===== config.mk =====
export PLATFORM = sky130hd
export DESIGN_NAME = bug_motion_ctl
export DESIGN_NICKNAME = d
export VERILOG_FILES = /design/src/rtl/bug_motion_ctl.sv
export SDC_FILE = /design/constraint.sdc
export NUM_CORES = 1
export LEC_CHECK = 0
export CAP_MARGIN = 5
export CORE_ASPECT_RATIO = 0.6
export CORE_UTILIZATION = 50
export CTS_CLUSTER_DIAMETER = 50
export DETAILED_ROUTE_END_ITERATION = 16
export GPL_TIMING_DRIVEN = 0
export PLACE_DENSITY_LB_ADDON = 0.25
export REMOVE_ABC_BUFFERS = 1
export SKIP_CTS_REPAIR_TIMING = 1
export SLEW_MARGIN = 20
export SYNTH_ARGS = -nofsm -noshare
export SYNTH_HDL_FRONTEND = slang
export SYNTH_SLANG_ARGS = --single-unit
export TNS_END_PERCENT = 1

===== constraint.sdc =====
create_clock -name pclk -period 4.1 [get_ports pclk]
set_input_delay 0.615 -clock pclk [delete_from_list [all_inputs] [get_ports pclk]]
set_output_delay 0.615 -clock pclk [all_outputs]
set_load 0.03 [all_outputs]

===== src/rtl/bug_motion_ctl.sv =====
// rtl/bug_motion_ctl.sv - bug sprite motion, hit scoring and respawn sequencer
// Optional BUG_SPEEDUP_EN: speed grows with score[7:3], capped at 7.
module bug_motion_ctl #(
  parameter int SCREEN_W    = 1024,
  parameter int SCREEN_H    = 768,
  parameter int BUG_W       = 50,
  parameter int BUG_H       = 54,
  parameter int SPEED       = 2,
  parameter int HIDE_FRAMES = 30,
  parameter int LIVE_FRAMES = 180
) (
  input  logic        pclk,
  input  logic        reset,
  input  logic        vblnk_in,
  input  logic        start,
  input  logic [11:0] mouse_xpos,
  input  logic [11:0] mouse_ypos,
  input  logic        mouse_left,
  output logic [11:0] x_bugpos,
  output logic [11:0] y_bugpos,
  output logic        bug_visible,
  output logic        hit_pulse,
  output logic        miss_pulse,
  output logic [7:0]  score
);
  localparam logic [12:0] XMAX   = 13'(SCREEN_W - BUG_W);
  localparam logic [12:0] YMAX   = 13'(SCREEN_H - BUG_H);
  localparam logic [12:0] BW     = 13'(BUG_W);
  localparam logic [12:0] BH     = 13'(BUG_H);
  localparam logic [7:0]  LIVE_C = 8'(LIVE_FRAMES);
  localparam logic [7:0]  HIDE_C = 8'(HIDE_FRAMES);

  typedef enum logic [1:0] {S_IDLE, S_RUN, S_HIT, S_RESPAWN} state_t;

  state_t      r_state, w_state;
  logic [11:0] r_x, r_y, w_x, w_y;
  logic        r_dx, r_dy, w_dx, w_dy;
  logic        r_vis, w_vis, r_hit, w_hit, r_miss, w_miss;
  logic [7:0]  r_score, w_score, r_cnt, w_cnt;
  logic [15:0] r_lfsr;
  logic        r_vblnk, r_mleft;

  logic        w_tick, w_click, w_inside, w_fb;
  logic [12:0] w_speed, w_rx, w_ry, w_spx, w_spy;
  logic [11:0] w_mx, w_my;
  logic        w_mdx, w_mdy;

  // Returns {new_dir_negative, new_pos}; all arithmetic in 13 bits so nothing wraps.
  function automatic logic [12:0] move_axis(input logic [11:0] pos, input logic neg,
                                            input logic [12:0] spd, input logic [12:0] lim);
    logic [12:0] p, s;
    p = {1'b0, pos};
    if (!neg) begin
      s = p + spd;
      move_axis = (s >= lim) ? {1'b1, lim[11:0]} : {1'b0, s[11:0]};
    end else begin
      s = p - spd;
      move_axis = (p < spd) ? 13'd0 : {1'b1, s[11:0]};
    end
  endfunction

`ifdef BUG_SPEEDUP_EN
  logic [5:0] w_sum;
  assign w_sum   = 6'(SPEED) + {1'b0, r_score[7:3]};
  assign w_speed = (w_sum > 6'd7) ? 13'd7 : {7'd0, w_sum};
`else
  assign w_speed = 13'(SPEED);
`endif

  assign w_tick   = vblnk_in & ~r_vblnk;
  assign w_click  = mouse_left & ~r_mleft;
  assign w_inside = ({1'b0, mouse_xpos} >= {1'b0, r_x}) && ({1'b0, mouse_xpos} < {1'b0, r_x} + BW) &&
                    ({1'b0, mouse_ypos} >= {1'b0, r_y}) && ({1'b0, mouse_ypos} < {1'b0, r_y} + BH);
  assign w_fb     = r_lfsr[15] ^ r_lfsr[13] ^ r_lfsr[12] ^ r_lfsr[10];

  assign {w_mdx, w_mx} = move_axis(r_x, r_dx, w_speed, XMAX);
  assign {w_mdy, w_my} = move_axis(r_y, r_dy, w_speed, YMAX);

  // Respawn folds the 10-bit random value back into the legal range.
  assign w_rx  = {3'd0, r_lfsr[9:0]};
  assign w_ry  = {3'd0, r_lfsr[15:6]};
  assign w_spx = (w_rx > XMAX) ? w_rx - XMAX : w_rx;
  assign w_spy = (w_ry > YMAX) ? w_ry - YMAX : w_ry;

  always_comb begin
    w_state = r_state;
    w_x     = r_x;
    w_y     = r_y;
    w_dx    = r_dx;
    w_dy    = r_dy;
    w_vis   = r_vis;
    w_hit   = 1'b0;
    w_miss  = 1'b0;
    w_score = r_score;
    w_cnt   = r_cnt;
    case (r_state)
      S_IDLE: begin
        w_vis = 1'b0;
        if (start) begin
          w_state = S_RUN;
          w_vis   = 1'b1;
          w_cnt   = 8'd0;
        end
      end
      S_RUN: begin
        w_vis = 1'b1;
        if (w_click && w_inside) begin
          w_hit   = 1'b1;
          w_score = (r_score == 8'hFF) ? r_score : r_score + 8'd1;
          w_cnt   = 8'd0;
          w_vis   = 1'b0;
          w_state = S_HIT;
        end else if (w_tick) begin
          w_x   = w_mx;
          w_y   = w_my;
          w_dx  = w_mdx;
          w_dy  = w_mdy;
          w_cnt = r_cnt + 8'd1;
          if (w_cnt == LIVE_C) begin
            w_miss  = 1'b1;
            w_vis   = 1'b0;
            w_state = S_RESPAWN;
          end
        end
      end
      S_HIT: begin
        w_vis = 1'b0;
        if (w_tick) begin
          w_cnt = r_cnt + 8'd1;
          if (w_cnt == HIDE_C) w_state = S_RESPAWN;
        end
      end
      default: begin
        w_x     = w_spx[11:0];
        w_y     = w_spy[11:0];
        w_dx    = r_lfsr[0];
        w_dy    = r_lfsr[1];
        w_cnt   = 8'd0;
        w_vis   = 1'b1;
        w_state = S_RUN;
      end
    endcase
  end

  always_ff @(posedge pclk) begin
    if (reset) begin
      r_state <= S_IDLE;
      r_x     <= 12'd487;
      r_y     <= 12'd357;
      r_dx    <= 1'b0;
      r_dy    <= 1'b0;
      r_vis   <= 1'b0;
      r_hit   <= 1'b0;
      r_miss  <= 1'b0;
      r_score <= 8'd0;
      r_cnt   <= 8'd0;
      r_lfsr  <= 16'hACE1;
      r_vblnk <= 1'b0;
      r_mleft <= 1'b0;
    end else begin
      r_state <= w_state;
      r_x     <= w_x;
      r_y     <= w_y;
      r_dx    <= w_dx;
      r_dy    <= w_dy;
      r_vis   <= w_vis;
      r_hit   <= w_hit;
      r_miss  <= w_miss;
      r_score <= w_score;
      r_cnt   <= w_cnt;
      r_lfsr  <= {r_lfsr[14:0], w_fb};
      r_vblnk <= vblnk_in;
      r_mleft <= mouse_left;
    end
  end

  assign x_bugpos    = r_x;
  assign y_bugpos    = r_y;
  assign bug_visible = r_vis;
  assign hit_pulse   = r_hit;
  assign miss_pulse  = r_miss;
  assign score       = r_score;
endmodule


Word-level counts from Yosys, hierarchy flattened

Index checks and enable logic that the tools add are counted.

Register bits: 65
Bits of input ports: 29
Output and inout port bits: 35
Logic and storage cells: 105

Add/sub/neg operators: 10
Magnitude comparators: 10
Equal/unequal tests: 12
Muxes and demuxes: 38
Bitwise operators: 11
Reduce and logical (&&, ||, !) cells: 11

Operators with widths:

| kind                                                        | number |
|---|---|
| two-way mux 13 bit                                          | 6 |
| two-way mux 12 bit                                          | 6 |
| one-hot mux 12 bit (2 select lines)                         | 2 |
| adder 12 x 2 -> 13 bit, second input constant               | 2 |
| adder 12 x 6 -> 13 bit, second input constant               | 2 |
| >= comparator 13 x 10 -> 1 bit, second input constant       | 2 |
| less-than comparator 12 x 13 -> 1 bit                       | 2 |
| >= comparator 12 bit                                        | 2 |
| less-than comparator 12 x 2 -> 1 bit, second input constant | 2 |
| two-way mux 8 bit                                           | 3 |
| one-hot mux 8 bit (3 select lines)                          | 1 |
| subtractor 12 x 2 -> 12 bit, second input constant          | 2 |
| subtractor 10 x 10 -> 11 bit, second input constant         | 2 |
| greater-than comparator 10 bit, second input constant       | 2 |
| adder 8 x 1 -> 8 bit, second input constant                 | 2 |
| equality test 8 bit, second input constant                  | 2 |
| two-way mux 2 bit                                           | 6 |
| two-way mux 1 bit                                           | 10 |
| != test 2 bit, second input constant                        | 5 |
| equality test 8 x 5 -> 1 bit, second input constant         | 1 |
| != test 3 bit, second input constant                        | 2 |
| NOT 1 bit                                                   | 6 |
| one-hot mux 2 bit (3 select lines)                          | 1 |
| AND reduction 3 bit                                         | 2 |
| other kinds (11)                                            | 19 |

Longest topological paths before layout

Gate-level depths: netlist of the first run.

Depth in word-level cells: 8
Mapped depth: 18
Mapped depth without buffers: 15

Worst setup path after synthesis of the first run

No wires, ideal clock.

Kind: register -> register
Start point: register r_y[1] (netlist: y_bugpos[1])
End point: register r_score[7] (netlist: score[7])
Setup time: 0.123 ns
Arrival: 3.895 ns
Data required time: 3.977 ns
Path slack: 0.082 ns
Cell stages (with the launch flop): 19
Path buffers: 3
Clock period less this slack: 4.018 ns
Cell sequence: dfxtp_1 -> clkbuf_1 -> inv_1 -> ha_1 -> clkbuf_1 -> inv_1 -> a21oi_1 -> nand2_1 -> nand2_1 -> xnor2_1 -> ha_1 -> a21o_1 -> a221oi_1 -> o21ai_0 -> a211oi_2 -> nand4_2 -> buf_6 -> nor4_4 -> mux2_1

Word-level cells in the longest chain between the ends: 5
Elaborated cells between the ends (all ways): 7
Those cells by class: add/sub (1); order compare (2); reduce/logical (4)

Ends and longest elaborated chain:

| what                                                                              | line   | source |
|---|---|---|
| start: declaration                                                                | 36     | `logic [11:0] r_x, r_y, w_x, w_y;` |
| start signal: assignment                                                          | 163    | `r_y <= w_y;` |
| adder 12 x 6 -> 13 bit / >= comparator 12 bit (equally long branches)             | 73     | `({1'b0, mouse_ypos} >= {1'b0, r_y}) && ({1'b0, mouse_ypos} < {1'b0, r_y} + BH);` |
| less-than comparator 12 x 13 -> 1 bit / logical AND 1 bit (equally long branches) | 73, 72 |  |
| logical AND 1 bit *                                                               | 73     |  |
| logical AND 1 bit *                                                               | 107    | `if (w_click && w_inside) begin` |
| AND reduction 3 bit (no source line) *                                            | n/a    |  |
| end signal: assignment                                                            | 169    | `r_score <= w_score;` |
| end: declaration                                                                  | 39     | `logic [7:0] r_score, w_score, r_cnt, w_cnt;` |

Mark *: on every way between the ends. The rest lies on a longest branch, timed or not.
A chain may end at the register's enable or synchronous reset.

Worst setup path after layout of the first run

Start point: register r_y[1] (netlist: y_bugpos[1])
End point: register r_score[5] (netlist: score[5])

Same word-level chain as after synthesis.

==> run_results.csv, run 1 <==
group,metric,value,unit
run_status,outcome,"completed",
layout,diodes,0,
floorplan,num_rows,30,
sta,finClkSkew,0.00819,ns
sta,setup_slack,0.0890,ns
synthesis,ys_warn_count,0,
global_routing,grt_overflow_total,0,
clocking,cts_made_buffers,9,
place,numPortBuffers,63,
synthesis,synth_edf_count,0,
place,place_inst,950,
hold_path,holdPathEnd,"r_cnt[7]",
setup_path,endpoint_kind,"flop",
place,gp_congestion,0.949,
hold_path,hold_path.class,"flop to flop",
global_routing,antenna_found_initial,0,
routing,drt-total-wl,18.3,mm
run,cap_violations,0,
setup_path,r2r_start,"y_bugpos[1]",
setup_path,startpoint_type,"flop",
global_routing,grt_use_met1,44.8,%
clocking,htree_levels,3,
routing,routed_via_density,6.47,
sta,relSlewSlack,29.9,%
setup_path,path_class,"flop to flop",
clocking,cts_tree,"built",
global_routing,grt_pass1_vias,5443,
setup_path,crit_path_max_fanout,14,
layout,post-route-cell-area,7020,um^2
power_and_ir_drop,power_density,637,nW/um^2
layout,final_cells,967,
setup_path,r2r_cells,16,
routing,vias,6261,
sta,period_minus_slack,4.01,ns
place,dp_hpwl,13.7,mm
routing,drc,0,
synthesis,ys_ff_latch,65,
synthesis,synth.avg_cell_area,7.76,um^2
floorplan,die_x,144,um
synthesis,yosys-top-cells-area,"dfxtp_1, ha_1, xnor2_1, a21oi_1, nand3_1",
setup_path,r2r-end,"score[5]",
global_routing,grt_usage,29.6,%
clocking,clk_pin_slew_worst_paths,0.05,ns
power_and_ir_drop,leakage,0.00262,uW
place,place_ws,-0.518,ns
layout,layout.nets,892,
routing,wl_per_cell,18.9,um
sta,rsz0062_at_grt,"true",
global_routing,grt-busiest-layer,"met1",
setup_path,arrival,4.27,ns
sta,clock.fmax,249,MHz
synthesis,yosysUniqueCellTypes,85,
synthesis,synth_top_area_share,21.6,%
clocking,clock-root-buffer,"clkbuf_16",
layout,area_growth,16.6,%
synthesis,yosysTopAreaCell,"dfxtp_1",
power_and_ir_drop,peakVddDrop,0.000334,V
routing,drt_iter0_drc,803,
floorplan,dieArea,12500,um^2
hold_path,holdPathStages,2,
synthesis,synth-main-ff-cell,"dfxtp_1",
floorplan,io_pins,64,
setup_path,critical_path_required,4.36,ns
sta,slew_violations,0,
sta,min_period_over_period,97.8,%
sta,hold_slack,0.496,ns
global_routing,grt_use_met3,7.86,%
sta,final-setup-viol-count,0,
sta,final_hold_viol_count,0,
synthesis,ys_seq_area_share,21.6,%
hold_path,min-delay-start,"r_cnt[7]",
global_routing,grt_use_met2,41.5,%
clocking,clock_sinks,65,
setup_path,rrSetupSlack,0.09,ns
global_routing,grt_first_pass_wirelength,28.9,mm
layout,layout-drive-gt1-share,8.43,%
sta,max_slew.worst_pin.slew,1.05,ns
clocking,clock_path_buffers,2,
routing,ant_nets,0,
synthesis,async_flop_share,0,%
synthesis,syn_area,6020,um^2
synthesis,synthesis.instances,776,
floorplan,chipHeight,87.0,um
routing,first_pass_iters,6,
floorplan,start_util,52.3,%
floorplan,core-area,11500,um^2
global_routing,grt_max_degree,35,
sta,tns,0,ns
clocking,insertion_delay,0.33,ns
place,dpl_cell_area,6680,um^2
## how the worst max path moves through the flow
stage                      from      endpoint  cells after the start  slack, ns
global placement    y_bugpos[1]  y_bugpos[11]                     15      -1.17
CTS                 y_bugpos[1]      score[7]                     15      -0.57
detailed placement  y_bugpos[1]      score[7]                     15      -0.52
finish              y_bugpos[1]      score[5]                     16       0.09
floorplan           x_bugpos[1]          r_dx                     13      -0.20
global route        y_bugpos[1]      score[3]                     15      -0.11
## cell type report
| type | count | area (um^2) |
|---|---|---|
| fill | 1012 | 4500 |
| multi-input combinational | 613 | 4370 |
| sequential | 65 | 1310 |
| timing repair buffer | 67 | 699 |
| clock buffer | 13 | 260 |
| tap | 160 | 200 |
| inverter | 46 | 173 |
| clock inverter | 3 | 15.0 |
## through the flow
stage          util (%)  power [uW]
2_1_floorplan         -        2770
3_3_place_gp       57.4        3490
3_5_place_dp       57.9        3620
4_1_cts            60.3        4330
5_1_grt            61.0        4760
6_report           61.0        4470
## placed cells by master (no fill, tap or decap), drive strengths merged, types with 4 or more instances in the layout
master	n
buf	5
a211oi	14
mux2i	5
o22ai	8
a41oi	4
or2	10
a221oi	5
o221ai	4
nor4	16
nor2	51
nand2	57
a21oi	54
clkdlybuf4s50	62
o21ai	28
nor3	33
and3	11
inv	45
nand4	23
nor2b	15
o21a	9
a21o	11
a31oi	13
dfxtp	65
nand3	43
ha	61
clkbuf	13
clkinv	4
a32oi	5
xnor2	39
or4	4
xor2	4
o31ai	15
or3	4
nor3b	6
o32ai	5
## critical path, stage by stage (launching register included)
cell and delay, ns:
dfxtp_2 0.40, inv_1 0.12, ha_2 0.28, inv_1 0.09, a21oi_2 0.27, nand2_1 0.14
nand2_1 0.12, xnor2_1 0.13, ha_1 0.26, a21o_1 0.19, a221oi_1 0.27, o21ai_1 0.20
a211oi_4 0.32, buf_12 0.17, nand4_4 0.23, or4_1 0.59, a21oi_1 0.14
## routing by layer
metal | up-vias | share of wire, %
li1 | 2949 | -
met2 | 350 | 40
met5 | - | 0
met4 | 0 | 0.88
met3 | 24 | 12
met1 | 2938 | 47
## synth_stat cells (11+ instances only)
master    count
a21oi_1      53
nor4_1       12
nand4_1      21
a31oi_1      13
and3_1       11
o21ai_0      25
nand3_1      43
clkbuf_1     29
ha_1         61
inv_1        44
nand2_1      57
nor2b_1      15
nor2_1       51
nor3_1       32
dfxtp_1      65
xnor2_1      39
a21o_1       11
o31ai_1      13
## state kept, by name, indices dropped and copies added, names as in the netlist
| signal | count |
|---|---|
| x_bugpos | 12 |
| miss_pulse | 1 |
| r_dy | 1 |
| y_bugpos | 12 |
| r_mleft | 1 |
| r_vblnk | 1 |
| r_dx | 1 |
| r_cnt | 8 |
| r_state | 2 |
| score | 8 |
| hit_pulse | 1 |
| r_lfsr | 16 |
| bug_visible | 1 |
## report_power, final
| group | internal, uW | switching (uW) |
|---|---|---|
| Sequential | 750 | 367 |
| Combinational | 1040 | 1610 |
| Clock | 439 | 265 |
## logic make-up after synthesis
| group | after synthesis | synth area share (%) |
|---|---|---|
| xor gates and xnor gates | 43 | 6.25 |
| muxes | 8 | 1.39 |
| AOI/OAI and AO/OA | 214 | 25.8 |
| buffers and inverters | 98 | 6.85 |
| DFF | 65 | 21.6 |
| adders and majority gates | 61 | 12.7 |
| and+or+nand+nor | 287 | 25.5 |
No activity file was read; power rests on OpenSTA's default activity.
==> run 2: changes to the inputs <==
--- a/config.mk
+++ b/config.mk
@@ -10,6 +10,7 @@
 export CORE_UTILIZATION = 50
 export CTS_CLUSTER_DIAMETER = 50
 export DETAILED_ROUTE_END_ITERATION = 16
+export DONT_BUFFER_PORTS = 1
 export GPL_TIMING_DRIVEN = 0
 export PLACE_DENSITY_LB_ADDON = 0.25
 export REMOVE_ABC_BUFFERS = 1
==> run_results.csv, run 2 (synthesized netlist as in run 1, its figures left out) <==
group,metric,value,unit
sta,hold_slack,0.349,ns
sta,max_slew.worst_pin.slew,1.12,ns
setup_path,startpoint_type,"flop",
routing,drt-total-wl,18.1,mm
run_status,outcome,"completed",
layout,final_cells,908,
layout,fillCellCount,1099,
layout,diodes,0,
global_routing,antenna_found_initial,0,
layout,mostFrequentLayoutCell,"ha_1",
hold_path,hold_path.class,"input port to flop",
routing,ant_nets,0,
routing,wl_per_cell,19.9,um
sta,period_minus_slack,3.96,ns
global_routing,grt_pass1_vias,5408,
routing,first_pass_iters,5,
clocking,cts_made_buffers,9,
sta,min_period_over_period,96.7,%
layout,area_growth,7.79,%
sta,setup_slack,0.137,ns
layout,mostFrequentLayoutCells,"ha_1, nand2_1, dfxtp_1, a21oi_1, nor2_1",
floorplan,io_pins,64,
place,dp_hpwl,13.4,mm
clocking,htree_levels,3,
clocking,insertion_delay,0.34,ns
power_and_ir_drop,power_density,689,nW/um^2
sta,final-setup-viol-count,0,
run,cap_violations,0,
floorplan,num_rows,30,
routing,drc,0,
sta,relSlewSlack,24.3,%
layout,largest_reg_flops,16,
routing,vias,6088,
clocking,clk_pin_slew_worst_paths,0.06,ns
routing,routed_via_density,6.70,
floorplan,start_util,52.3,%
power_and_ir_drop,peakVddDrop,0.000310,V
clocking,clock_sinks,65,
global_routing,grt_max_degree,56,
floorplan,dieArea,12500,um^2
sta,tns,0,ns
layout,regMostFlops,"r_lfsr",
place,place_inst,886,
sta,clock.fmax,252,MHz
clocking,clock_path_buffers,2,
global_routing,grt_usage,28.9,%
place,place_ws,-0.784,ns
setup_path,crit_path_max_fanout,10,
sta,slew_violations,0,
place,numPortBuffers,0,
setup_path,path_class,"flop to flop",
setup_path,endpoint_kind,"flop",
place,gp_congestion,0.923,
clocking,cts_tree,"built",
sta,finClkSkew,0.00540,ns
global_routing,grt_first_pass_wirelength,28.2,mm
setup_path,arrival,4.16,ns
layout,layout.nets,833,
global_routing,grt_overflow_total,0,
layout,layout-drive-gt1-share,10.7,%
setup_path,critical_path_required,4.30,ns
sta,final_hold_viol_count,0,
floorplan,core-area,11500,um^2
routing,drt_iter0_drc,722,
floorplan,die_x,144,um
floorplan,chipHeight,87.0,um
power_and_ir_drop,leakage,0.00242,uW
clocking,clock-root-buffer,"clkbuf_16",
-- run 2: cell count changes in the layout (fill, tap and decap cells not counted), moves of 2 or more --
cell             before  now
clkinv_4              0    2
bufinv_16             0    2
buf_4                 0    3
dfxtp_1              60   57
o21ai_1               5    3
clkdlybuf4s50_1      62    0
clkbuf_1              2    0
dfxtp_4               0    3
clkbuf_8              2    0
-- run 2: power by group --
group | internal [uW] | switching, uW
Clock | 531 | 288
Combinational | 927 | 1440
Sequential | 756 | 530
-- run 2: final timing paths --
kind               startpoint     endpoint  slack, ns  cells past startpoint
setup / recovery  x_bugpos[6]  y_bugpos[6]       0.14                     13
setup reg to reg  x_bugpos[6]  y_bugpos[6]       0.14                     13
hold / removal          reset     score[4]       0.35                      1
hold reg to reg     r_lfsr[2]    r_lfsr[3]       0.50                      1
-- run 2: routing by layer --
| layer | GRT usage (%) | vias up | wire length, um |
|---|---|---|---|
| li1 | - | 2829 | - |
| met4 | 6.29 | 0 | 156 |
| met3 | 7.70 | 22 | 2050 |
| met5 | 0 | - | 0 |
| met1 | 42.2 | 2888 | 8430 |
| met2 | 41.7 | 349 | 7450 |
-- run 2: final cells by class --
class | count | area [um^2] | area share [%]
Tap cell | 160 | 200 | 3.08
Inverter | 46 | 173 | 2.66
Sequential cell | 65 | 1320 | 20.3
Timing Repair Buffer | 8 | 78.8 | 1.21
Clock inverter | 7 | 95.1 | 1.46
Clock buffer | 9 | 225 | 3.47
Multi-Input combinational cell | 613 | 4400 | 67.8
-- run 2: worst max-delay path, cell delays in order (launching register included) --
cell and delay, ns:
dfxtp_1 0.82, inv_2 0.22, a21o_1 0.25, nor2_1 0.14, xnor2_1 0.09, ha_1 0.35, and4_1 0.23, o21ai_0 0.10
a41oi_1 0.33, a211o_1 0.25, o31ai_4 0.08, buf_4 0.22, a211oi_1 0.55, a32oi_1 0.18
-- run 2: stage by stage --
| step | total power, uW | util, % | instance area (um^2) |
|---|---|---|---|
| floorplan | 2770 | - | 5780 |
| global placement | 3310 | 51.9 | 5980 |
| detailed placement | 3450 | 52.3 | 6020 |
| CTS | 4280 | 55.0 | 6340 |
| global route | 4750 | 56.4 | 6490 |
| finish | 4470 | 56.4 | 6490 |
==> run 3: changes to the inputs <==
--- a/config.mk
+++ b/config.mk
@@ -8,7 +8,7 @@
 export CAP_MARGIN = 5
 export CORE_ASPECT_RATIO = 0.6
 export CORE_UTILIZATION = 50
-export CTS_CLUSTER_DIAMETER = 50
+export CTS_CLUSTER_DIAMETER = 100
 export DETAILED_ROUTE_END_ITERATION = 16
 export DONT_BUFFER_PORTS = 1
 export GPL_TIMING_DRIVEN = 0
==> results of run 3 <==
The final DEF is identical to that of run 2; final timing and power are the same.
